===== src/rtl/dram_cmd_sequencer.sv =====
// Closed-page DRAM command sequencer: pops requests from the 8-bit request FIFO,
// issues ACT / RD|WR / PRE with programmable timing, and interleaves periodic REF.
module dram_cmd_sequencer #(
  parameter int T_RCD  = 2,
  parameter int T_RAS  = 5,
  parameter int T_RP   = 2,
  parameter int T_CL   = 2,
  parameter int T_RFC  = 4,
  parameter int T_REFI = 64
) (
  input  logic       clk,
  input  logic       rst,
  input  logic       fifo_empty,
  input  logic [7:0] fifo_dataout,
  output logic       fifo_rd_en,
  output logic [2:0] dram_cmd,
  output logic [3:0] dram_row,
  output logic [2:0] dram_col,
  output logic [7:0] dram_wdata,
  input  logic [7:0] dram_rdata,
  output logic [7:0] rd_data,
  output logic       rd_valid,
  output logic       busy
);

  // PRE may not precede tRAS nor the read return / write completion.
  localparam int PRE_RD = (T_RAS > T_RCD + T_CL + 1) ? T_RAS : T_RCD + T_CL + 1;
  localparam int PRE_WR = (T_RAS > T_RCD + 1) ? T_RAS : T_RCD + 1;
  localparam int MAX_A  = (PRE_RD > T_RP) ? PRE_RD : T_RP;
  localparam int MAX_T  = (MAX_A > T_RFC) ? MAX_A : T_RFC;
  localparam int CNT_W  = $clog2(MAX_T + 1);
  localparam int REF_W  = $clog2(T_REFI);

  localparam logic [CNT_W-1:0] RCD_M1    = CNT_W'(T_RCD - 1);
  localparam logic [CNT_W-1:0] CAP_AT    = CNT_W'(T_RCD + T_CL);
  localparam logic [CNT_W-1:0] PRE_RD_M1 = CNT_W'(PRE_RD - 1);
  localparam logic [CNT_W-1:0] PRE_WR_M1 = CNT_W'(PRE_WR - 1);
  localparam logic [CNT_W-1:0] RP_M1     = CNT_W'(T_RP - 1);
  localparam logic [CNT_W-1:0] RFC_M1    = CNT_W'(T_RFC - 1);
  localparam logic [REF_W-1:0] REFI_M1   = REF_W'(T_REFI - 1);

  localparam logic [2:0] CMD_NOP = 3'd0;
  localparam logic [2:0] CMD_ACT = 3'd1;
  localparam logic [2:0] CMD_RD  = 3'd2;
  localparam logic [2:0] CMD_WR  = 3'd3;
  localparam logic [2:0] CMD_PRE = 3'd4;
  localparam logic [2:0] CMD_REF = 3'd5;

  typedef enum logic [3:0] {
    S_IDLE, S_POP, S_HDR, S_WREQ, S_WPOP, S_WLAT, S_ROW, S_PRE, S_REF
  } state_t;

  state_t           state, state_n;
  logic [CNT_W-1:0] t_cnt, t_n;
  logic [REF_W-1:0] ref_cnt, ref_cnt_n;
  logic             ref_pend, ref_pend_n;
  logic             we_q;
  logic [3:0]       row_q;
  logic [2:0]       col_q;
  logic [7:0]       wdata_q;

  logic [2:0] cmd_d;
  logic       rd_en_d, rvld_d;
  logic [3:0] row_d;
  logic [2:0] col_d;
  logic [7:0] wdata_d, rdata_d;

  logic ref_wrap, ref_due, at_idle, go_ref, go_pop, hdr_we;
  logic act_now, rw_now, cap_now, pre_now, wpop_now;

  // The end of a PRE/REF wait behaves exactly like IDLE so no cycle is lost.
  assign ref_wrap = (ref_cnt == REFI_M1);
  assign ref_due  = ref_pend | ref_wrap;
  assign at_idle  = (state == S_IDLE) ||
                    (state == S_PRE && t_cnt == RP_M1) ||
                    (state == S_REF && t_cnt == RFC_M1);
  assign go_ref   = at_idle & ref_due;
  assign go_pop   = at_idle & ~ref_due & ~fifo_empty;
  assign hdr_we   = fifo_dataout[7];
  assign act_now  = (state == S_HDR && !hdr_we) || (state == S_WLAT);
  assign rw_now   = (state == S_ROW) && (t_cnt == RCD_M1);
  assign cap_now  = (state == S_ROW) && !we_q && (t_cnt == CAP_AT);
  assign pre_now  = (state == S_ROW) && (t_cnt == (we_q ? PRE_WR_M1 : PRE_RD_M1));
  assign wpop_now = ((state == S_HDR && hdr_we) || state == S_WREQ) && !fifo_empty;

  always_ff @(posedge clk) begin
    if (rst) begin
      state      <= S_IDLE;
      t_cnt      <= '0;
      ref_cnt    <= '0;
      ref_pend   <= 1'b0;
      fifo_rd_en <= 1'b0;
      dram_cmd   <= CMD_NOP;
      dram_row   <= '0;
      dram_col   <= '0;
      dram_wdata <= '0;
      rd_data    <= '0;
      rd_valid   <= 1'b0;
      busy       <= 1'b0;
    end else begin
      state      <= state_n;
      t_cnt      <= t_n;
      ref_cnt    <= ref_cnt_n;
      ref_pend   <= ref_pend_n;
      fifo_rd_en <= rd_en_d;
      dram_cmd   <= cmd_d;
      dram_row   <= row_d;
      dram_col   <= col_d;
      dram_wdata <= wdata_d;
      rd_data    <= rdata_d;
      rd_valid   <= rvld_d;
      busy       <= (state_n != S_IDLE);
    end
  end

  always_ff @(posedge clk) begin
    if (state == S_HDR) begin
      we_q  <= fifo_dataout[7];
      row_q <= fifo_dataout[6:3];
      col_q <= fifo_dataout[2:0];
    end
    if (state == S_WLAT) wdata_q <= fifo_dataout;
  end

  always_comb begin
    state_n = state;
    case (state)
      S_IDLE, S_PRE, S_REF: begin
        if (go_ref)       state_n = S_REF;
        else if (go_pop)  state_n = S_POP;
        else if (at_idle) state_n = S_IDLE;
      end
      S_POP:   state_n = S_HDR;
      S_HDR:   state_n = hdr_we ? (fifo_empty ? S_WREQ : S_WPOP) : S_ROW;
      S_WREQ:  if (!fifo_empty) state_n = S_WPOP;
      S_WPOP:  state_n = S_WLAT;
      S_WLAT:  state_n = S_ROW;
      S_ROW:   if (pre_now) state_n = S_PRE;
      default: state_n = S_IDLE;
    endcase
  end

  always_comb begin
    cmd_d = CMD_NOP;
    if (go_ref)       cmd_d = CMD_REF;
    else if (act_now) cmd_d = CMD_ACT;
    else if (rw_now)  cmd_d = we_q ? CMD_WR : CMD_RD;
    else if (pre_now) cmd_d = CMD_PRE;
    rd_en_d = go_pop | wpop_now;
    row_d   = act_now ? ((state == S_HDR) ? fifo_dataout[6:3] : row_q) : dram_row;
    col_d   = rw_now ? col_q : dram_col;
    wdata_d = (rw_now && we_q) ? wdata_q : dram_wdata;
    rdata_d = cap_now ? dram_rdata : rd_data;
    rvld_d  = cap_now;
    t_n = t_cnt;
    if (go_ref || act_now || pre_now)
      t_n = '0;
    else if (state == S_ROW || state == S_PRE || state == S_REF)
      t_n = t_cnt + CNT_W'(1);
    // A wrap while a refresh is already owed collapses into the one pending.
    ref_cnt_n  = ref_wrap ? '0 : ref_cnt + REF_W'(1);
    ref_pend_n = go_ref ? 1'b0 : (ref_pend | ref_wrap);
  end

endmodule


===== config.mk =====
export PLATFORM = sky130hd
export DESIGN_NAME = dram_cmd_sequencer
export DESIGN_NICKNAME = d
export VERILOG_FILES = /design/src/rtl/dram_cmd_sequencer.sv
export SDC_FILE = /design/constraint.sdc
export NUM_CORES = 1
export LEC_CHECK = 0
export ABC_AREA = 1
export CAP_MARGIN = 25
export CORE_MARGIN = 3
export CORE_UTILIZATION = 54
export CTS_CLUSTER_DIAMETER = 30
export DETAILED_ROUTE_END_ITERATION = 7
export PLACE_DENSITY_LB_ADDON = 0.2
export SLEW_MARGIN = 0
export SYNTH_ARGS = -nofsm -noshare
export SYNTH_HDL_FRONTEND = slang
export SYNTH_SLANG_ARGS = --single-unit

===== constraint.sdc =====
create_clock -name clk -period 3.3 [get_ports clk]
set_input_delay 0.66 -clock clk [delete_from_list [all_inputs] [get_ports clk]]
set_output_delay 0.66 -clock clk [all_outputs]
set_load 0.02 [all_outputs]

# == Word level (Yosys, flattened, before mapping) ==
# Cells that the tools add are included.
# word_totals
reg_bits,59
latch_bits,0
ramBits,0
rom_bits,0
output_inout_bits,29
wordCells,80
mem_count,0
# classes
n_addsub,2
mul,0
n_div,0
order_cmp,0
n_eq_ne,12
shifts,0
n_mux,14
bitwise,7
reduce_logical,28
# op_table
cell,count
$pmux 4 s7,1
$mux 4,6
$mux 3,6
$eq 4x3->1 const B,4
$logic_and 1x1->1,10
$eq 4x2->1 const B,2
$logic_or 1x1->1,8
$add 6x1->6 const B,1
$eq 6x6->1 const B,1
$reduce_or 2->1,3
$reduce_or 3->1,2
$eq 4x1->1 const B,1
$eq 4x4->1 const B,1
$logic_not 4->1,1
$reduce_bool 4->1,1
$add 3x1->3 const B,1
$and 1x1->1,3
$eq 3x1->1 const B,1
$eq 3x2->1 const B,1
$eq 3x3->1 const B,1
$logic_not 1->1,3
$not 1->1,2
$or 1x1->1,2
$mux 1,1

# == Logic depth before layout (Yosys ltp) ==
# Gate-level depths: netlist (run 1).
# depth
depth_word,10
depth_mapped,12
ltp_nobuf,12

# == Worst setup path after synthesis (run 1) ==
# OpenSTA, ideal clock, no wires.
# synth_path
kind,input port to flip-flop
start,input port rst
end,register ref_cnt[3]
setup_ns,0.129
arrival_time_ns,1.369
path_slack_ns,1.802
stages,5
cell_sequence,clkbuf_1 > inv_1 > clkbuf_2 > o21ai_0 > nor2_1
# synth_via
elab_chain_cells,1
# synth_lines
element,line_no,text
start: declaration,12,"input logic rst,"
$reduce_or 2->1 (no source line),n/a,
end signal: assignment,103,ref_cnt <= ref_cnt_n;
end: declaration,55,"logic [REF_W-1:0] ref_cnt, ref_cnt_n;"
# No other way between the ends.
# A chain may end at the register's enable or synchronous reset.

# == Final worst setup path (run 1) ==
# layout_path
start,register rd_data[1]
end,output port rd_data[1]
# layout_rtl
element,line_no,text
start: declaration,21,"output logic [7:0] rd_data,"
start signal: assignment,110,rd_data <= rdata_d;
# No word-level cell between the ends.

==> PnR_summary.wiki, run 1 <==
{| class="wikitable"
! Metric !! Value
|-
| Run status || complete, no violations
|-
| Worst Setup Path Type || reg -> out
|-
| Final Wtd Congestion || around 0.84
|-
| Power per Cell Area || 690 mW/mm^2
|-
| Die Area || 0.00511 mm^2
|-
| Seq cells post-synth || 59
|-
| Clock slew seen by the registers of the worst setup and hold paths || 60 ps
|-
| Final-layout fill cell count || roughly 310
|-
| Count of standard-cell rows || 23
|-
| Vias in the first global route || approximately 1800
|-
| Most common cell after layout, fill and taps aside || sky130_fd_sc_hd__nand2_1
|-
| Port Buffers || 47
|-
| Clock sink count || 59
|-
| Worst setup timing slack at the placement stage || 1010 ps
|-
| Total of hold buffers inserted after clock tree synthesis || 0
|-
| DR vias/cell || 5.02
|-
| Post-route insts no fill || 378
|-
| Most frequent cells in the layout || sky130_fd_sc_hd__nand2_1 (50), sky130_fd_sc_hd__dfxtp_1 (47), sky130_fd_sc_hd__clkdlybuf4s50_1 (47)
|-
| Post-cts resize count || 0
|-
| Largest buffer count on any clock path || 2
|-
| Number of levels in the clock H-tree || 3
|-
| Routed length on met2 || 2330 um
|-
| WP data arrival || 1280 ps
|-
| Area of the multi-input gates || around 900 um^2
|-
| Worst path slowest cell || sky130_fd_sc_hd__clkdlybuf4s50_1
|-
| Total routing usage reported by global routing || 0.205
|-
| Num CTS Buffers || 9
|-
| Minimum hold slack || 448 ps
|-
| Synthesis Warnings || 0
|-
| Final Max Slew Viols || 0
|-
| Family with the most delay on the worst path || buffers and inverters
|-
| Fraction of the yosys area taken by sequential cells || 0.562
|-
| Worst Max-Slew Pin Slew || roughly 540 ps
|-
| Clock period minus worst slack || 1940 ps
|-
| Post-layout util || 0.749
|-
| Unrepaired setup endpoints after global routing || false
|-
| Setup total negative slack || 0 ps
|-
| TritonCTS clock tree || done
|-
| Buffers inserted by post-CTS timing repair || 0
|-
| Layout cell share with drive strength beyond 1 || 0.107
|-
| Initial standard-cell utilization of the core || 0.571
|-
| Post-synth design cell area || 0.00232 mm^2
|-
| Hold Violations, Final || 0
|-
| Total number of vias || ~1900
|-
| Crit. End Element || output pin
|-
| Die span in y || 71.5 um
|-
| Slew HR || 0.643
|-
| N_diodes || 0
|-
| Final number of setup-violating endpoints || 0
|-
| Terminus of the critical flop-to-flop path || t_cnt[1]
|-
| Topmost layer with routed signal wires || met4
|-
| Drc violations || 0
|-
| Antenna-violating nets left || 0
|-
| Max capacitance violation total || 0
|-
| Number of cells after detailed placement || ~360
|-
| Routed met1 length || 2180 um
|-
| Worst path bufs/invs || 1
|-
| Launch point of the worst path || rd_data[1]
|-
| Area inside the core boundary || between 0.004 and 0.005 mm^2
|-
| Pin count of the biggest net entering global routing || 21
|-
| Sequential cell area in the final layout || 0.00130 mm^2
|-
| Achievable frequency || just over 500 MHz
|-
| Setup skew after layout || 7.75 ps
|-
| Sum of overflow across all layers after global routing || 0
|-
| Worst setup SP type || flip-flop
|-
| Synthesized instance count || 270
|-
| Final Cycle Share || 0.588
|-
| Setup slack of the worst register-to-register path || 1510 ps
|-
| Peak ir drop on the vdd network || 466 uV
|-
| Minimum setup slack in the final design || 1360 ps
|-
| Worst Reg2Reg Path Length in Cells || 11
|-
| Largest driver fanout on the critical path || 2
|-
| Synthesis-to-layout area growth || 31.2%
|-
| Number of antenna violations at the first check in global routing || 0
|-
| Clock insertion delay at the later pin of the skew report || 330 ps
|-
| Max incr delay on CP || 620 ps
|-
| Synthesized Nets || 294
|-
| Count of TritonRoute iterations in the first routing pass || 6
|-
| Reg-to-reg startpoint || t_cnt[0]
|-
| Die width || 71.5 um
|-
| I/O pins || 48
|-
| Crit path depth || 1
|-
| Global-route wire length before repair || 8030 um
|-
| Post-DP HPWL || 3330 um
|-
| Violation count after the first detailed-routing iteration || 93
|-
| Detailed-routed wire length on met3 || 301 um
|-
| Final Routed Wirelength || 4900 um
|-
| Layout Nets || approximately 350
|-
| Number of unique standard cell types used by synthesis || 26
|-
| Clock root buffer || sky130_fd_sc_hd__clkbuf_8
|-
| Req. time, crit path || 2640 ps
|-
| Critical path, cell by cell || clkdlybuf4s50_1
|-
| Post-detailed-route wirelength per cell || 13.0 um
|-
| Class of the tightest hold or removal check || reg -> reg
|-
| Average cell area after synthesis || 8.58 um^2
|-
| Total leakage power || 0.00122 uW
|-
| CP Capture Point || rd_data[1]
|}
worst min path at each step:
stage	from	end	slack, ps	depth (start not counted)
global placement	ref_cnt[0]	ref_cnt[0]	430	1
CTS	ref_cnt[0]	ref_cnt[0]	450	1
finish	row_q[2]	row_q[2]	450	2
floorplan	row_q[0]	row_q[0]	420	2
detailed placement	ref_cnt[0]	ref_cnt[0]	430	1
global route	ref_cnt[0]	ref_cnt[0]	470	1
layer usage:
layer / track usage / vias up
li1: - / 980
met1: 0.250 / 851
met2: 0.326 / 57
met3: 0.0561 / 10
met4: 0.117 / 0
met5: 0 / -
area by class of cell:
class / instances / area share
Multi-Input combinational cell: 178 / 0.292
Sequential cell: 59 / 0.428
Clock inverter: 6 / 0.0268
Tap cell: 50 / 0.0206
Timing Repair Buffer: 48 / 0.157
Inverter: 27 / 0.0334
Clock buffer: 10 / 0.0420
state kept, by name, summed over array words and instances, names as in the netlist, 3 cells and up:
| register | flops |
|---|---|
| dram_col | 3 |
| dram_wdata | 8 |
| dram_cmd | 3 |
| dram_row | 4 |
| col_q | 3 |
| ref_cnt | 6 |
| state | 4 |
| row_q | 4 |
| wdata_q | 8 |
| rd_data | 8 |
| t_cnt | 3 |
synthesized netlist by cell type:
cell type / n / area, um^2
sky130_fd_sc_hd__nand2_4: 1 / 11.3
sky130_fd_sc_hd__a21oi_1: 13 / 65.1
sky130_fd_sc_hd__edfxtp_1: 12 / 360
sky130_fd_sc_hd__ha_1: 5 / 62.6
sky130_fd_sc_hd__nor2_4: 3 / 33.8
sky130_fd_sc_hd__a31oi_1: 5 / 31.3
sky130_fd_sc_hd__o21ai_4: 1 / 16.3
sky130_fd_sc_hd__xor2_1: 2 / 17.5
sky130_fd_sc_hd__inv_1: 20 / 75.1
sky130_fd_sc_hd__o21ai_0: 18 / 90.1
sky130_fd_sc_hd__clkbuf_2: 1 / 5.00
sky130_fd_sc_hd__nor2_2: 3 / 18.8
sky130_fd_sc_hd__o21ai_1: 4 / 20.0
sky130_fd_sc_hd__nand2_1: 50 / 188
sky130_fd_sc_hd__nand2_2: 3 / 18.8
sky130_fd_sc_hd__dfxtp_1: 47 / 941
sky130_fd_sc_hd__nor2_1: 43 / 161
sky130_fd_sc_hd__nor4_1: 1 / 6.26
sky130_fd_sc_hd__or3_1: 1 / 6.26
sky130_fd_sc_hd__inv_2: 7 / 26.3
sky130_fd_sc_hd__xnor2_1: 1 / 8.76
sky130_fd_sc_hd__buf_4: 1 / 7.51
sky130_fd_sc_hd__nand3_2: 2 / 20.0
sky130_fd_sc_hd__nand3_1: 21 / 105
sky130_fd_sc_hd__clkbuf_1: 4 / 15.0
sky130_fd_sc_hd__nor3_1: 1 / 5.00
metrics by stage:
| stage | cell area [um^2] | power, uW |
|---|---|---|
| final | 3040 | 2100 |
| after global routing | 3040 | 2200 |
| after CTS | 3040 | 2100 |
| after detailed placement | 2830 | 1410 |
| after global placement | 2830 | 1390 |
| after floorplan | 2320 | 1250 |
cells by family (layout without fill, tap and decap cells):
family,Yosys count,after routing,synth area share
DFF,59,59,0.562
AOI/OAI and AO/OA,41,41,0.0962
buffers and inverters,33,91,0.0556
and+or+nand+nor,129,129,0.248
xor gates and xnor gates,3,3,0.0113
adders and majority gates,5,5,0.0270
report_power, final:
part           internal, uW  switching (uW)
Clock                   420             272
Sequential              829            59.7
Combinational           185             329
Note: power is estimated with default switching activity, not from simulation.
==> run 2: changes to the inputs <==
--- a/config.mk
+++ b/config.mk
@@ -8,7 +8,7 @@
 export ABC_AREA = 1
 export CAP_MARGIN = 25
 export CORE_MARGIN = 3
-export CORE_UTILIZATION = 54
+export CORE_UTILIZATION = 50
 export CTS_CLUSTER_DIAMETER = 30
 export DETAILED_ROUTE_END_ITERATION = 7
 export PLACE_DENSITY_LB_ADDON = 0.2
==> constraint.sdc (replaced) <==
create_clock -name clk -period 1.9 [get_ports clk]
set_input_delay 0.38 -clock clk [delete_from_list [all_inputs] [get_ports clk]]
set_output_delay 0.38 -clock clk [all_outputs]
set_load 0.02 [all_outputs]
==> run 2 against run 1 <==
Net effect:
- hold slack improved by 2.1 ps
- clock power grew 86%
- cell count is 1.1% higher
==> PnR_summary.wiki, run 2 (synthesized netlist as in run 1, its figures left out) <==
{| class="wikitable"
! Metric !! Value
|-
| Number of antenna violations at the first check in global routing || 0
|-
| Critical path, cell by cell || clkdlybuf4s50_1
|-
| Worst path slowest cell || sky130_fd_sc_hd__clkdlybuf4s50_1
|-
| Final Routed Wirelength || 5080 um
|-
| Sum of overflow across all layers after global routing || 0
|-
| Family with the most delay on the worst path || buffers and inverters
|-
| Area inside the core boundary || 0.00441 mm^2
|-
| Number of cells after detailed placement || 366
|-
| Final Cycle Share || 0.886
|-
| Layout cell share with drive strength beyond 1 || 0.115
|-
| Max capacitance violation total || 0
|-
| Clock insertion delay at the later pin of the skew report || 330 ps
|-
| Run status || complete, no violations
|-
| Post-route insts no fill || 382
|-
| Peak ir drop on the vdd network || roughly 500 uV
|-
| Req. time, crit path || between 1500 and 2000 ps
|-
| Largest buffer count on any clock path || 2
|-
| Setup total negative slack || 0 ps
|-
| Buffers inserted by post-CTS timing repair || 0
|-
| Count of TritonRoute iterations in the first routing pass || 4
|-
| Count of standard-cell rows || 24
|-
| Final Max Slew Viols || 0
|-
| N_diodes || 0
|-
| Most common cell after layout, fill and taps aside || sky130_fd_sc_hd__nand2_1
|-
| Slew HR || 0.615
|-
| Power per Cell Area || 1210 mW/mm^2
|-
| Worst path bufs/invs || 1
|-
| Total leakage power || 0.00125 uW
|-
| Clock slew seen by the registers of the worst setup and hold paths || 70 ps
|-
| Initial standard-cell utilization of the core || 0.525
|-
| Violation count after the first detailed-routing iteration || 97
|-
| WP data arrival || 1300 ps
|-
| Worst Max-Slew Pin Slew || 577 ps
|-
| Number of levels in the clock H-tree || 3
|-
| Synthesis-to-layout area growth || 32.7%
|-
| Final Wtd Congestion || 0.988
|-
| Final number of setup-violating endpoints || 0
|-
| Port Buffers || 47
|-
| Clock sink count || 59
|-
| Global-route wire length before repair || 8270 um
|-
| Largest driver fanout on the critical path || 2
|-
| Die width || about 74 um
|-
| Die span in y || 74.1 um
|-
| Unrepaired setup endpoints after global routing || false
|-
| Sum of internal, switching and leakage power || 3720 uW
|-
| Max incr delay on CP || 620 ps
|-
| Crit. End Element || output pin
|-
| Num CTS Buffers || 9
|-
| Die Area || approximately 0.0055 mm^2
|-
| Worst setup SP type || flip-flop
|-
| Minimum setup slack in the final design || 218 ps
|-
| Most frequent cells in the layout || sky130_fd_sc_hd__nand2_1 (50), sky130_fd_sc_hd__dfxtp_1 (47), sky130_fd_sc_hd__clkdlybuf4s50_1 (47)
|-
| Total of hold buffers inserted after clock tree synthesis || 0
|-
| DR vias/cell || 5.09
|-
| Total number of vias || roughly 1900
|-
| Hold Violations, Final || 0
|-
| Antenna-violating nets left || 0
|-
| TritonCTS clock tree || done
|-
| Setup skew after layout || roughly 6.1 ps
|-
| Pin count of the biggest net entering global routing || 19
|-
| Post-detailed-route wirelength per cell || 13.3 um
|-
| Minimum hold slack || 450 ps
|-
| Clock period minus worst slack || 1680 ps
|-
| Worst Setup Path Type || reg -> out
|-
| Class of the tightest hold or removal check || reg -> reg
|-
| Total routing usage reported by global routing || 0.202
|-
| Post-cts resize count || 0
|-
| Post-DP HPWL || 3560 um
|-
| Achievable frequency || between 500 and 600 MHz
|-
| Layout Nets || 349
|-
| Worst setup timing slack at the placement stage || 172 ps
|-
| Clock root buffer || sky130_fd_sc_hd__clkbuf_8
|-
| Regs by FF count || dram_wdata (8), rd_data (8), wdata_q (8)
|-
| I/O pins || 48
|-
| Drc violations || 0
|-
| Vias in the first global route || 1793
|}
==> run 2: layout make-up <==
| class | count | area (um^2) |
|---|---|---|
| inverter | 27 | 101 |
| clock buffer | 12 | 155 |
| tap | 52 | 65.1 |
| fill | 350 | 1340 |
| timing repair buffer | 50 | 493 |
| sequential | 59 | 1300 |
| clock inverter | 4 | 71.3 |
| multi-input combinational | 178 | 886 |
==> run 2: final timing paths <==
check | startpoint | to | slack [ps] | cells after the start
worst max register to register | t_cnt[0] | t_cnt[0] | 270 | 11
worst min-delay path | ref_cnt[0] | ref_cnt[0] | 450 | 1
worst max-delay path | dram_row[3] | dram_row[3] | 220 | 1
worst min register to register | ref_cnt[0] | ref_cnt[0] | 450 | 1
==> run 2: metrics by stage <==
| stage | area [um^2] | utilization |
|---|---|---|
| floorplan | 2320 | - |
| global route | 3070 | 0.696 |
| finish | 3070 | 0.696 |
| CTS | 3070 | 0.696 |
| global placement | 2850 | 0.645 |
| detailed placement | 2850 | 0.645 |
==> run 2: report_power, final <==
part           internal [uW]  total [uW]  leakage (uW)  switching, uW
sequential              1440        1550      0.000490            106
clock                    809        1290      0.000117            481
combinational            321         887      0.000640            566
total                   2570        3720       0.00125           1150
==> run 2: layer usage <==
metal / routed length, um / vias up / global-route usage
met5: 0 / - / 0
met4: 103 / 0 / 0.115
met3: 398 / 9 / 0.0581
met2: 2190 / 74 / 0.296
met1: 2400 / 869 / 0.267
li1: - / 992 / -
==> RTL edit 1 (config.mk and constraints of run 2) <==
Encoding of `state_t`: now one-hot (9 bits for 9 states).
--- a/src/rtl/dram_cmd_sequencer.sv
+++ b/src/rtl/dram_cmd_sequencer.sv
@@ -48,4 +48,4 @@
 
-  typedef enum logic [3:0] {
-    S_IDLE, S_POP, S_HDR, S_WREQ, S_WPOP, S_WLAT, S_ROW, S_PRE, S_REF
+  typedef enum logic [8:0] {
+    S_IDLE = 9'b000000001, S_POP = 9'b000000010, S_HDR = 9'b000000100, S_WREQ = 9'b000001000, S_WPOP = 9'b000010000, S_WLAT = 9'b000100000, S_ROW = 9'b001000000, S_PRE = 9'b010000000, S_REF = 9'b100000000
   } state_t;
Function: same outputs for any inputs over 10 cycles, from zero or initial values and one cycle with rst high; not proved beyond that.
==> RTL edit 1 against run 2 <==
Die area increased by 14%; non-clock buffer count unchanged; count of clock-buffer cells in the layout unchanged; sequential share of layout area decreased by 0.93 points; worst setup slack got worse by 0.038 ns; sequential cell count increased by 5; largest power group unchanged; worst hold slack improved by 0.012 ns; cell area increased by 10%; area after synthesis increased by 15%; routed wire length increased by 14%; largest cell class unchanged; total power decreased by 18%; sequential power decreased by 3%; maximum frequency decreased by 2.2%.
==> RTL edit 1: results (changes against run 2) <==
status: "complete, no violations"  # unchanged
clock_area_share_pct: 5.14  # was 7.37%
synth_seq_cells: 64  # was 59
via_per_inst: 4.96  # was 5.09
num-nonclk-inverters: 49  # was 27
hold_start: "dram_col[0]$_SDFFE_PP0P_"  # was ref_cnt[0]$_SDFF_PP0_
fin_worst_skew_ns: 0.00969  # was 0.00606 ns
r2r_end: "dram_cmd[1]$_SDFF_PP0_"  # was t_cnt[0]$_SDFFE_PP0P_
p_leak_nw: 1.48  # was 1.25 nW
use_met3_pct: 8.39  # was 5.81%
layout.comb_gates.multi_input: 201  # was 178
synth_cell_types: 28  # was 26
vias: 2216  # was 1,944
holdWs_ns: 0.462  # was 0.450 ns
wl_met2_um: 2740  # was 2190 um
htreeDepth: 3  # unchanged
drt-initial-drc-count: 112  # was 97
drt-met1-wl_um: 2580  # was 2400 um
nets: 399  # was 349
place_inst: 431  # was 366
grt_pass1_wl_um: 9880  # was 8270 um
dpl.hpwl_um: 4210  # was 3560 um
grt_pass1_vias: 2136  # was 1,793
grtUsageTotal_pct: 20.7  # was 20.2%
synthTopCellsByCount: "nor2_1, dfxtp_1, inv_1"  # was nand2_1, dfxtp_1, nor2_1
cp.arrival_ns: 1.97  # was 1.30 ns
synth_nets: 344  # was 294
path_max_fanout: 5  # was 2
crit_family: "simple AND/OR/NAND/NOR gates"  # was buffers and inverters
drive_above_1_share_pct: 10.8  # was 11.5%
place_area_sq_um: 3210  # was 2850 sq um
reg2reg_slack_ns: 0.18  # was 0.27 ns
hold_depth: 2  # was 1
synth_area_sq_um: 2670  # was 2320 sq um
buffer_area_share_pct: 14.6  # was 16.0%
gp_congestion: 0.870  # was 0.988
synth_cells: 320  # was 270
criticalPathCategory: "register to register"  # was register to output pin
period_needed_ns: 1.72  # was 1.68 ns
slowest_stage: "nor2_1"  # was clkdlybuf4s50_1
synth_top_cells_by_area: "dfxtp_1, edfxtp_1, nor2_1"  # was dfxtp_1, edfxtp_1, nand2_1
nFillCells: 441  # was 350
gr-usage-met2_pct: 34.8  # was 29.6%
swShare_pct: 28.7  # was 31.0%
dp_slack_ns: 0.179  # was 0.172 ns
multi_input_area_sq_um: 1050  # was 886 sq um
drt_wl_total_um: 5770  # was 5080 um
multi_input_area_share_pct: 30.9  # was 28.8%
min_to: "dram_col[0]$_SDFFE_PP0P_"  # was ref_cnt[0]$_SDFF_PP0_
vdd_drop_max_mv: 0.652  # was 0.498 mV
RTL edit 1: changes by cell type after synthesis, moves of 7 or more:
| cell | change |
|---|---|
| nand2_1 | -11 |
| a21oi_1 | -8 |
| nor2_1 | +25 |
| nand4_1 | +9 |
| inv_1 | +24 |
| a211oi_1 | +7 |
RTL edit 1: cell families (layout without fill, tap and decap cells):
family	count (synthesis)	in the layout	share of synthesized area [%]
and+or+nand+nor	158	158	28.9
DFF	64	64	52.6
buffers and inverters	55	115	8.21
AOI/OAI and AO/OA	37	37	7.65
adders and majority gates	5	5	2.35
xor gates and xnor gates	1	1	0.329
RTL edit 1: power groups by stage:
stage	clock (mW)	sequential, mW	combinational, mW
2_1_floorplan	0	1.53	0.381
3_3_place_gp	0	1.53	0.518
3_5_place_dp	0	1.53	0.528
4_1_cts	1.05	1.51	0.533
5_1_grt	1.12	1.52	0.598
6_report	1.03	1.50	0.533
==> RTL edit 2 (settings of run 2) <==
Without the edit above. Change the parameter `T_RCD` from 2 to 1.
--- a/src/rtl/dram_cmd_sequencer.sv
+++ b/src/rtl/dram_cmd_sequencer.sv
@@ -3,3 +3,3 @@
 module dram_cmd_sequencer #(
-  parameter int T_RCD  = 2,
+  parameter int T_RCD  = 1,
   parameter int T_RAS  = 5,
Behaviour: not the same (Yosys sat finds a counterexample within 10 cycles, from zero or initial values and one cycle with rst high).
==> RTL edit 2 against run 2 <==
Area after synthesis rose by 1.2%; cell area grew 0.41%; via count fell by 1.0%; worst hold slack got worse by 0.0073 ns; sequential cell count did not move; non-clock buffer count grew 3; sequential share of layout area fell by 0.17 points; routed wire length down 4.4%; worst setup slack lost 0.010 ns; critical path depth unchanged; total power shrank 4.0%; combinational power up 3.5%; critical path type unchanged; critical endpoint is now dram_wdata[6]; largest cell class unchanged.
==> RTL edit 2: results (changes against run 2) <==
status: "complete, no violations"  # unchanged
gp_congestion: 0.829  # was 0.988
nets: 352  # was 349
synth_top_cells_by_area: "dfxtp_1, edfxtp_1, nand2_1"  # unchanged
worst_skew_pair.late_latency_ns: 0.33  # about the same
fin_worst_skew_ns: 0.00966  # was 0.00606 ns
path_max_fanout: 2  # unchanged
crit_family: "buffers and inverters"  # unchanged
grt_pass1_vias: 1718  # was 1,793
dpl.hpwl_um: 3500  # was 3560 um
synthTopCellsByCount: "dfxtp_1, nand2_1, inv_1"  # was nand2_1, dfxtp_1, nor2_1
synth_cell_types: 27  # was 26
drt-met1-wl_um: 2320  # was 2400 um
cts_inserted_buffers: 9  # unchanged
place_area_sq_um: 2890  # was 2850 sq um
hold_path.class: "register to register"  # unchanged
cts_resized: 0  # unchanged
place_inst: 369  # was 366
grtUsageTotal_pct: 18.8  # was 20.2%
synth.avg_cell_area_sq_um: 8.68  # was 8.58 sq um
ys_warn_count: 0  # unchanged
cp.arrival_ns: 1.31
htreeDepth: 3  # unchanged
reg2reg_slack_ns: 0.26
diodes: 0  # unchanged
via_per_inst: 5.00  # was 5.09
grt_pass1_wl_um: 7670  # was 8270 um
wl_met2_um: 2090  # was 2190 um
worstMarginPinSlew_ns: 0.405  # was 0.577 ns
io_buffers: 47  # unchanged
drt_wl_total_um: 4860  # was 5080 um
ys_seq_area_share_pct: 55.5  # was 56.2%
drt-initial-drc-count: 94  # was 97
vdd_drop_max_mv: 0.723  # was 0.498 mV
maxCapViolations: 0  # unchanged
vias: 1924  # was 1,944
max_stage_delay_ns: 0.62  # about the same
dr_wl_met3_um: 374  # was 398 um
p_leak_nw: 1.21  # was 1.25 nW
path_clk_slew_ns: 0.06
slowest_stage: "clkdlybuf4s50_1"  # unchanged
drive_above_1_share_pct: 10.5  # was 11.5%
cts-root-buf: "clkbuf_8"  # unchanged
clockBufferDepth: 2  # unchanged
==> RTL edit 2: cell count changes after synthesis, sizes merged <==
cell	delta
nor2	-22
a21oi	+11
inv	+9
buf	+2
clkbuf	-2
nand2	-2
nor3	+2
nand3	+1
nand4	+1
==> RTL edit 2: cells by family (layout without fill, tap and decap cells) <==
family	count (synthesis)	count (layout)	synth area share (%)
fa+ha+maj	5	5	2.67
compound gates	52	52	11.9
buf+inv	42	105	7.15
flops	59	59	55.5
simple gates	109	109	21.7
xor+xnor	3	3	1.12
==> RTL edit 2: path summary, 6_finish.rpt <==
kind,start,to,depth (start not counted)
max,dram_wdata[6]$_SDFFE_PP0P_,dram_wdata[6],1
min,dram_col[0]$_SDFFE_PP0P_,dram_col[0]$_SDFFE_PP0P_,2
max reg2reg,t_cnt[0]$_SDFFE_PP0P_,t_cnt[2]$_SDFFE_PP0P_,11
min reg2reg,dram_col[0]$_SDFFE_PP0P_,dram_col[0]$_SDFFE_PP0P_,2
==> RTL edit 2: power breakdown <==
group,switching (mW),leakage (nW),internal (mW),total (mW)
registers,0.103,0.490,1.45,1.55
logic,0.578,0.615,0.340,0.918
clock network,0.475,0.101,0.634,1.11
total,1.16,1.21,2.42,3.58
==> RTL edit 2: layout make-up <==
type                    instances  area, sq um
clock buffers                  11          141
clock inverters                 5         52.6
fillers                       376         1360
inverters                      36          135
multi-input cells             169          875
flip-flops and latches         59         1300
well taps                      52         65.1
repair buffers                 53          515
==> RTL edit 2: stage by stage <==
step	setup WS (ns)	hold WS [ns]	utilization [%]
2_1_floorplan	0.439	0.418	-
4_1_cts	0.194	0.445	69.4
6_report	0.208	0.442	69.4
3_5_place_dp	0.194	0.434	65.1
5_1_grt	0.0535	0.455	69.4
3_3_place_gp	0.249	0.430	65.1
==> RTL edit 2: per-layer routing <==
| layer | vias up | GRT usage (%) |
|---|---|---|
| met1 | 842 | 24.8 |
| li1 | 1001 | - |
| met5 | - | 0 |
| met4 | 0 | 8.89 |
| met2 | 73 | 27.5 |
| met3 | 8 | 6.89 |
